### src/rtl/alu_exec_sequencer.sv
// Multicycle sequencer for the 16-bit RISC ALU and data memory, one instruction at a time.
// Outputs are registered from the next-state decode; a watchdog aborts stuck EXEC/MEM phases.
module alu_exec_sequencer #(
  parameter int TIMEOUT_CYCLES = 64,
  parameter int CNT_W          = 16
) (
  input  logic             clk,
  input  logic             rst_n,
  input  logic             instr_valid,
  input  logic [15:0]      instr,
  output logic             instr_ready,
  output logic [3:0]       opcode,
  output logic [5:0]       offset,
  output logic             isALUOP,
  output logic             isLoadStore,
  input  logic             isALUFinished,
  input  logic             execute_branch,
  input  logic             jump_flag,
  output logic             memRead,
  output logic             memWrite,
  input  logic             mem_done,
  output logic             reg_write,
  output logic [2:0]       rd_addr,
  output logic [1:0]       pc_sel,
  output logic             fetchNextInst,
  output logic             busy,
  output logic             illegal_op,
  output logic             timeout_err,
  output logic [CNT_W-1:0] instr_count
);

  localparam int WD_W = (TIMEOUT_CYCLES > 2) ? $clog2(TIMEOUT_CYCLES) : 1;

  typedef enum logic [2:0] {IDLE, DECODE, EXEC, MEM, WB, RELEASE} state_t;

  state_t          state_q, state_d;
  logic [3:0]      op_d;
  logic [5:0]      off_d;
  logic [2:0]      rd_d;
  logic [1:0]      pc_sel_d;
  logic [WD_W-1:0] wd_q, wd_d;
  logic            no_retire_q, no_retire_d;
  logic            illegal_d, timeout_d, wd_hit;
  logic            unused_instr;

  assign unused_instr = ^instr[8:6];
  assign wd_hit       = (wd_q == WD_W'(TIMEOUT_CYCLES - 1));

  always_comb begin
    state_d     = state_q;
    op_d        = opcode;
    off_d       = offset;
    rd_d        = rd_addr;
    pc_sel_d    = pc_sel;
    wd_d        = wd_q;
    no_retire_d = no_retire_q;
    illegal_d   = 1'b0;
    timeout_d   = timeout_err;
    case (state_q)
      IDLE: begin
        if (instr_valid && instr_ready) begin
          op_d        = instr[15:12];
          rd_d        = instr[11:9];
          off_d       = instr[5:0];
          no_retire_d = 1'b0;
          state_d     = DECODE;
        end
      end
      DECODE: begin
        if (opcode >= 4'd13) begin
          illegal_d   = 1'b1;
          pc_sel_d    = 2'b00;
          no_retire_d = 1'b1;
          state_d     = RELEASE;
        end else if (!(isALUFinished || execute_branch || jump_flag)) begin
          // flags from the previous instruction must have been cleared first
          wd_d    = '0;
          state_d = EXEC;
        end
      end
      EXEC: begin
        wd_d = wd_q + 1'b1;
        if (jump_flag) begin
          pc_sel_d = 2'b10;
          state_d  = RELEASE;
        end else if (execute_branch) begin
          pc_sel_d = 2'b01;
          state_d  = RELEASE;
        end else if (isALUFinished) begin
          if (opcode <= 4'd1) begin
            wd_d    = '0;
            state_d = MEM;
          end else if (opcode <= 4'd9) begin
            state_d = WB;
          end else begin
            pc_sel_d = 2'b00;
            state_d  = RELEASE;
          end
        end else if (wd_hit) begin
          timeout_d   = 1'b1;
          pc_sel_d    = 2'b00;
          no_retire_d = 1'b1;
          state_d     = RELEASE;
        end
      end
      MEM: begin
        wd_d = wd_q + 1'b1;
        if (mem_done) begin
          if (opcode == 4'd0) begin
            state_d = WB;
          end else begin
            pc_sel_d = 2'b00;
            state_d  = RELEASE;
          end
        end else if (wd_hit) begin
          timeout_d   = 1'b1;
          pc_sel_d    = 2'b00;
          no_retire_d = 1'b1;
          state_d     = RELEASE;
        end
      end
      WB: begin
        pc_sel_d = 2'b00;
        state_d  = RELEASE;
      end
      RELEASE: state_d = IDLE;
      default: state_d = IDLE;
    endcase
  end

  // Outputs are decoded from the next state so they change on the same edge as the state.
  always_ff @(posedge clk or negedge rst_n) begin
    if (!rst_n) begin
      state_q       <= IDLE;
      wd_q          <= '0;
      no_retire_q   <= 1'b0;
      instr_ready   <= 1'b0;
      opcode        <= '0;
      offset        <= '0;
      rd_addr       <= '0;
      isALUOP       <= 1'b0;
      isLoadStore   <= 1'b0;
      memRead       <= 1'b0;
      memWrite      <= 1'b0;
      reg_write     <= 1'b0;
      pc_sel        <= 2'b00;
      fetchNextInst <= 1'b0;
      busy          <= 1'b0;
      illegal_op    <= 1'b0;
      timeout_err   <= 1'b0;
      instr_count   <= '0;
    end else begin
      state_q       <= state_d;
      wd_q          <= wd_d;
      no_retire_q   <= no_retire_d;
      instr_ready   <= (state_d == IDLE);
      opcode        <= op_d;
      offset        <= off_d;
      rd_addr       <= rd_d;
      isALUOP       <= (state_d == EXEC) && (op_d >= 4'd2) && (op_d <= 4'd12);
      isLoadStore   <= (state_d == EXEC) && (op_d <= 4'd1);
      memRead       <= (state_d == MEM) && (op_d == 4'd0);
      memWrite      <= (state_d == MEM) && (op_d == 4'd1);
      reg_write     <= (state_d == WB);
      pc_sel        <= pc_sel_d;
      fetchNextInst <= (state_d == RELEASE);
      busy          <= (state_d != IDLE);
      illegal_op    <= illegal_d;
      timeout_err   <= timeout_d;
      if (state_q == RELEASE && !no_retire_q)
        instr_count <= instr_count + 1'b1;
    end
  end

endmodule

### config.mk
export PLATFORM = sky130hd
export DESIGN_NAME = alu_exec_sequencer
export DESIGN_NICKNAME = d
export VERILOG_FILES = /design/src/rtl/alu_exec_sequencer.sv
export SDC_FILE = /design/constraint.sdc
export NUM_CORES = 1
export LEC_CHECK = 0
export ABC_AREA = 1
export ABC_CLOCK_PERIOD_IN_PS = 1950
export BUFFER_PORTS_ARGS = -buffer_cell sky130_fd_sc_hd__buf_2
export CAP_MARGIN = 0
export CORE_AREA = 2 2 74 76
export DETAILED_ROUTE_END_ITERATION = 10
export DIE_AREA = 0 0 76 78
export GPL_TIMING_DRIVEN = 0
export PLACE_DENSITY_LB_ADDON = 0.08
export SLEW_MARGIN = 0
export SYNTH_ARGS = -nofsm -noshare
export SYNTH_HDL_FRONTEND = slang
export SYNTH_SLANG_ARGS = --single-unit
### constraint.sdc
create_clock -name clk -period 1.95 [get_ports clk]
set_input_delay 0.0975 -clock clk [delete_from_list [all_inputs] [get_ports clk]]
set_output_delay 0.0975 -clock clk [all_outputs]
set_load 0.01 [all_outputs]
==> impl_metrics.csv <==
group,metric,value,unit
power,p_clk_share,20.2,%
detailed_routing,vias,2463,
clock_tree,cts_tree,"built",
floorplanning,fp.coreArea,0.00504,mm^2
final_layout,area_growth_syn_to_layout,22.2,%
critical_path,crit_required,2.19,ns
clock_tree,cts_buffer_depth,2,
clock_tree,cts_buffers,5,
final_layout,drive_gt1_share,18.8,%
timing,relSlewSlack,27.6,%
yosys,ys_types,25,
power,p_per_area,1140,mW/mm^2
power,ir_worst_vdd,0.689,mV
clock_tree,cts.clk_slew.worst_paths,0.10,ns
place,place_inst,490,
timing,skew,0.0110,ns
clock_tree,htreeDepth,2,
global_routing,grt_max_degree,52,
timing,worst_hold_slack,-0.0176,ns
yosys,synth_most_common_cell,"nand2_1",
yosys,ys_ff_latch,51,
timing,drv_slew,0,
yosys,synth_edf_count,0,
place,place_area,0.00304,mm^2
yosys,yosysWarnings,0,
place,port_buffers,59,
timing,final.min_clock_period,1.76,ns
global_routing,grt_pass1_wl,10200,um
critical_path,cp-start-kind,"flop",
critical_path,slowest_stage,"dfrtp_1",
global_routing,track_usage,21.3,%
floorplanning,fp-row-count,26,
yosys,yosysTopAreaCellShare,48.0,%
critical_path,r2r_slack,0.19,ns
yosys,synth_ff_type,"dfrtp_1",
floorplanning,start_util,52.7,%
global_routing,grt_pass1_vias,2296,
critical_path,slowest_delay,0.46,ns
global_routing,overflow,0,
floorplanning,die_h,78,um
global_routing,antenna_found_initial,0,
detailed_routing,first_iter_violations,139,
power,switchingPower,1.49,mW
final_layout,fillers,450,
flow_run,cap_violations,0,
outcome,status,"complete, but fails checks",
clock_tree,clock_latency,0.30,ns
timing,setup_tns,0,ns
power,p_leak,1.76,nW
floorplanning,die_w,76,um
detailed_routing,drt_pass1_iterations,4,
clock_tree,cts_sinks,51,
timing,hold_violations,14,
detailed_routing,wirelength,5800,um
yosys,synth_area_leaders,"dfrtp_1 48%, nand2_1 17%, nor2_1 7.5%",
final_layout,diodes,0,
power,p_sw_share,40.1,%
detailed_routing,wl_per_cell,11.4,um
final_layout,final_util,64.4,%
final_layout,final_cells,507,
yosys,ys_top_cells_by_count,"121 x nand2_1, 53 x nor2_1, 51 x dfrtp_1",
timing,worst_pin_slew,1.09,ns
critical_path,crit_arrival,2.00,ns
detailed_routing,ant_nets,0,
yosys,async_flop_share,100,%
critical_path,cp-end-kind,"flop",
floorplanning,num_io_pins,64,
yosys,yosysSeqAreaShare,48.0,%
power,p_int,2.22,mW
critical_path,cp_max_fo,7,
outcome,violations,"hold timing",
timing,finalCritPeriodShare,90.1,%
floorplanning,die_area,0.00593,mm^2
timing,rsz0062_at_grt,"no",
detailed_routing,avgViaCountPerCell,4.86,
critical_path,cp_cell_sequence,"inv_1, nand2_1, nor2_2, nand2_1, inv_1, nor2_1, nand2_1, inv_1, o21ai_0, nand2_1, inv_1",
hold_path,hp-class,"input pin to async pin",
power,comb_power_share,38.4,%
place,gp_congestion,0.923,
timing,timing.fmax,569,MHz
yosys,synth_area,0.00266,mm^2
detailed_routing,drcViolationCount,0,
critical_path,crit_type,"flop to flop",
clock_tree,cts_root_buf,"clkbuf_8",
final_layout,nets,461,
critical_path,startpoint,"state_q[1]$_DFF_PN0_",
yosys,syn_nets,386,
critical_path,r2r-start,"state_q[1]$_DFF_PN0_",
yosys,syn_inst,361,
yosys,avgSynthCellArea,7.37,um^2
place,dpl.hpwl,4340,um
timing,finalSetupViolCount,0,
final_layout,fin_area,0.00325,mm^2
yosys,yosys.area.top_type,"dfrtp_1",
power,seqPwrFrac,41.4,%
-- cell usage in the layout, fill, tap and decap left out, drive strengths merged --
cell type and instances:
o21ai 21, bufinv 1, ha 2, dfrtp 51, buf 61, a31o 1
nand2 123, nand4 6, xnor2 1, dlygate4sd3 9, xor2 11, nand3 27
clkinvlp 1, nor2 56, clkbuf 7, o31ai 1, nor3 8, inv 44
a21oi 5, a31oi 1
-- state kept, by name, indices dropped and copies added (netlist names) --
name           flops
pc_sel             2
isALUOP            1
wd_q               6
instr_count       16
rd_addr            3
isLoadStore        1
no_retire_q        1
memWrite           1
opcode             4
memRead            1
busy               1
timeout_err        1
illegal_op         1
fetchNextInst      1
offset             6
instr_ready        1
reg_write          1
state_q            3
-- stage by stage --
| step | power (mW) | worst slack, ns |
|---|---|---|
| global route | 4.04 | 0.00138 |
| global placement | 2.95 | 0.193 |
| detailed placement | 2.97 | 0.196 |
| floorplan | 2.49 | 0.496 |
| finish | 3.71 | 0.192 |
| CTS | 3.75 | 0.174 |
-- per-layer routing --
metal / vias up / wire, um / GRT usage (%)
met2: 64 / 2720 / 35.3
met3: 8 / 343 / 4.77
met4: 0 / 72 / 8.18
li1: 1285 / - / -
met5: - / 0 / 0
met1: 1106 / 2660 / 27.4
-- power by group through the flow --
stage / combinational (mW) / clock, mW / sequential, mW
global route: 1.64 / 0.820 / 1.58
CTS: 1.43 / 0.779 / 1.54
detailed placement: 1.42 / 0 / 1.55
floorplan: 0.855 / 0 / 1.63
finish: 1.42 / 0.747 / 1.54
global placement: 1.40 / 0 / 1.55
-- cell families after synthesis --
| logic type | synth area share (%) |
|---|---|
| simple gates | 34.5 |
| flops | 48.0 |
| compound gates | 5.74 |
| buf+inv | 6.82 |
| fa+ha+maj | 0.941 |
| xor+xnor | 3.95 |
-- worst max-delay path: cells and delay by family, from the launching register on --
| family | cells | cell delay (ns) |
|---|---|---|
| AOI/OAI and AO/OA | 1 | 0.09 |
| buffers and inverters | 4 | 0.39 |
| DFF | 1 | 0.46 |
| and+or+nand+nor | 6 | 0.75 |
-- worst paths after layout --
kind                                           endpoint  depth (start not counted)
worst max-delay path                wd_q[3]$_DFFE_PN0P_                         11
worst min-delay path              pc_sel[1]$_DFFE_PN0P_                          1
worst max register to register      wd_q[3]$_DFFE_PN0P_                         11
worst min register to register  timeout_err$_DFFE_PN0P_                          1
max in group asynchronous          state_q[2]$_DFF_PN0_                          1
min in group clk                    opcode[2]$_DFF_PN0_                          3
-- area by class of cell --
class / instances / area (um^2) / share of cell area, %
Clock buffer: 5 / 68.8 / 2.12
Inverter: 43 / 161 / 4.97
Multi-Input combinational cell: 263 / 1200 / 37.0
Tap cell: 70 / 87.6 / 2.70
Clock inverter: 3 / 46.3 / 1.42
Sequential cell: 51 / 1280 / 39.3
Timing Repair Buffer: 68 / 385 / 11.9
Buffer: 4 / 20.0 / 0.616
-- repair_timing --
| item | CTS | global route |
|---|---|---|
| resized for setup | 0 | 1 |
| setup buffers | 0 | 0 |
| endpoints found under the setup margin | 0 | 2 |
| hold buffers | 9 | 0 |
| hold endpoints to repair | 9 | 0 |
(Power assumes the default switching activity.)
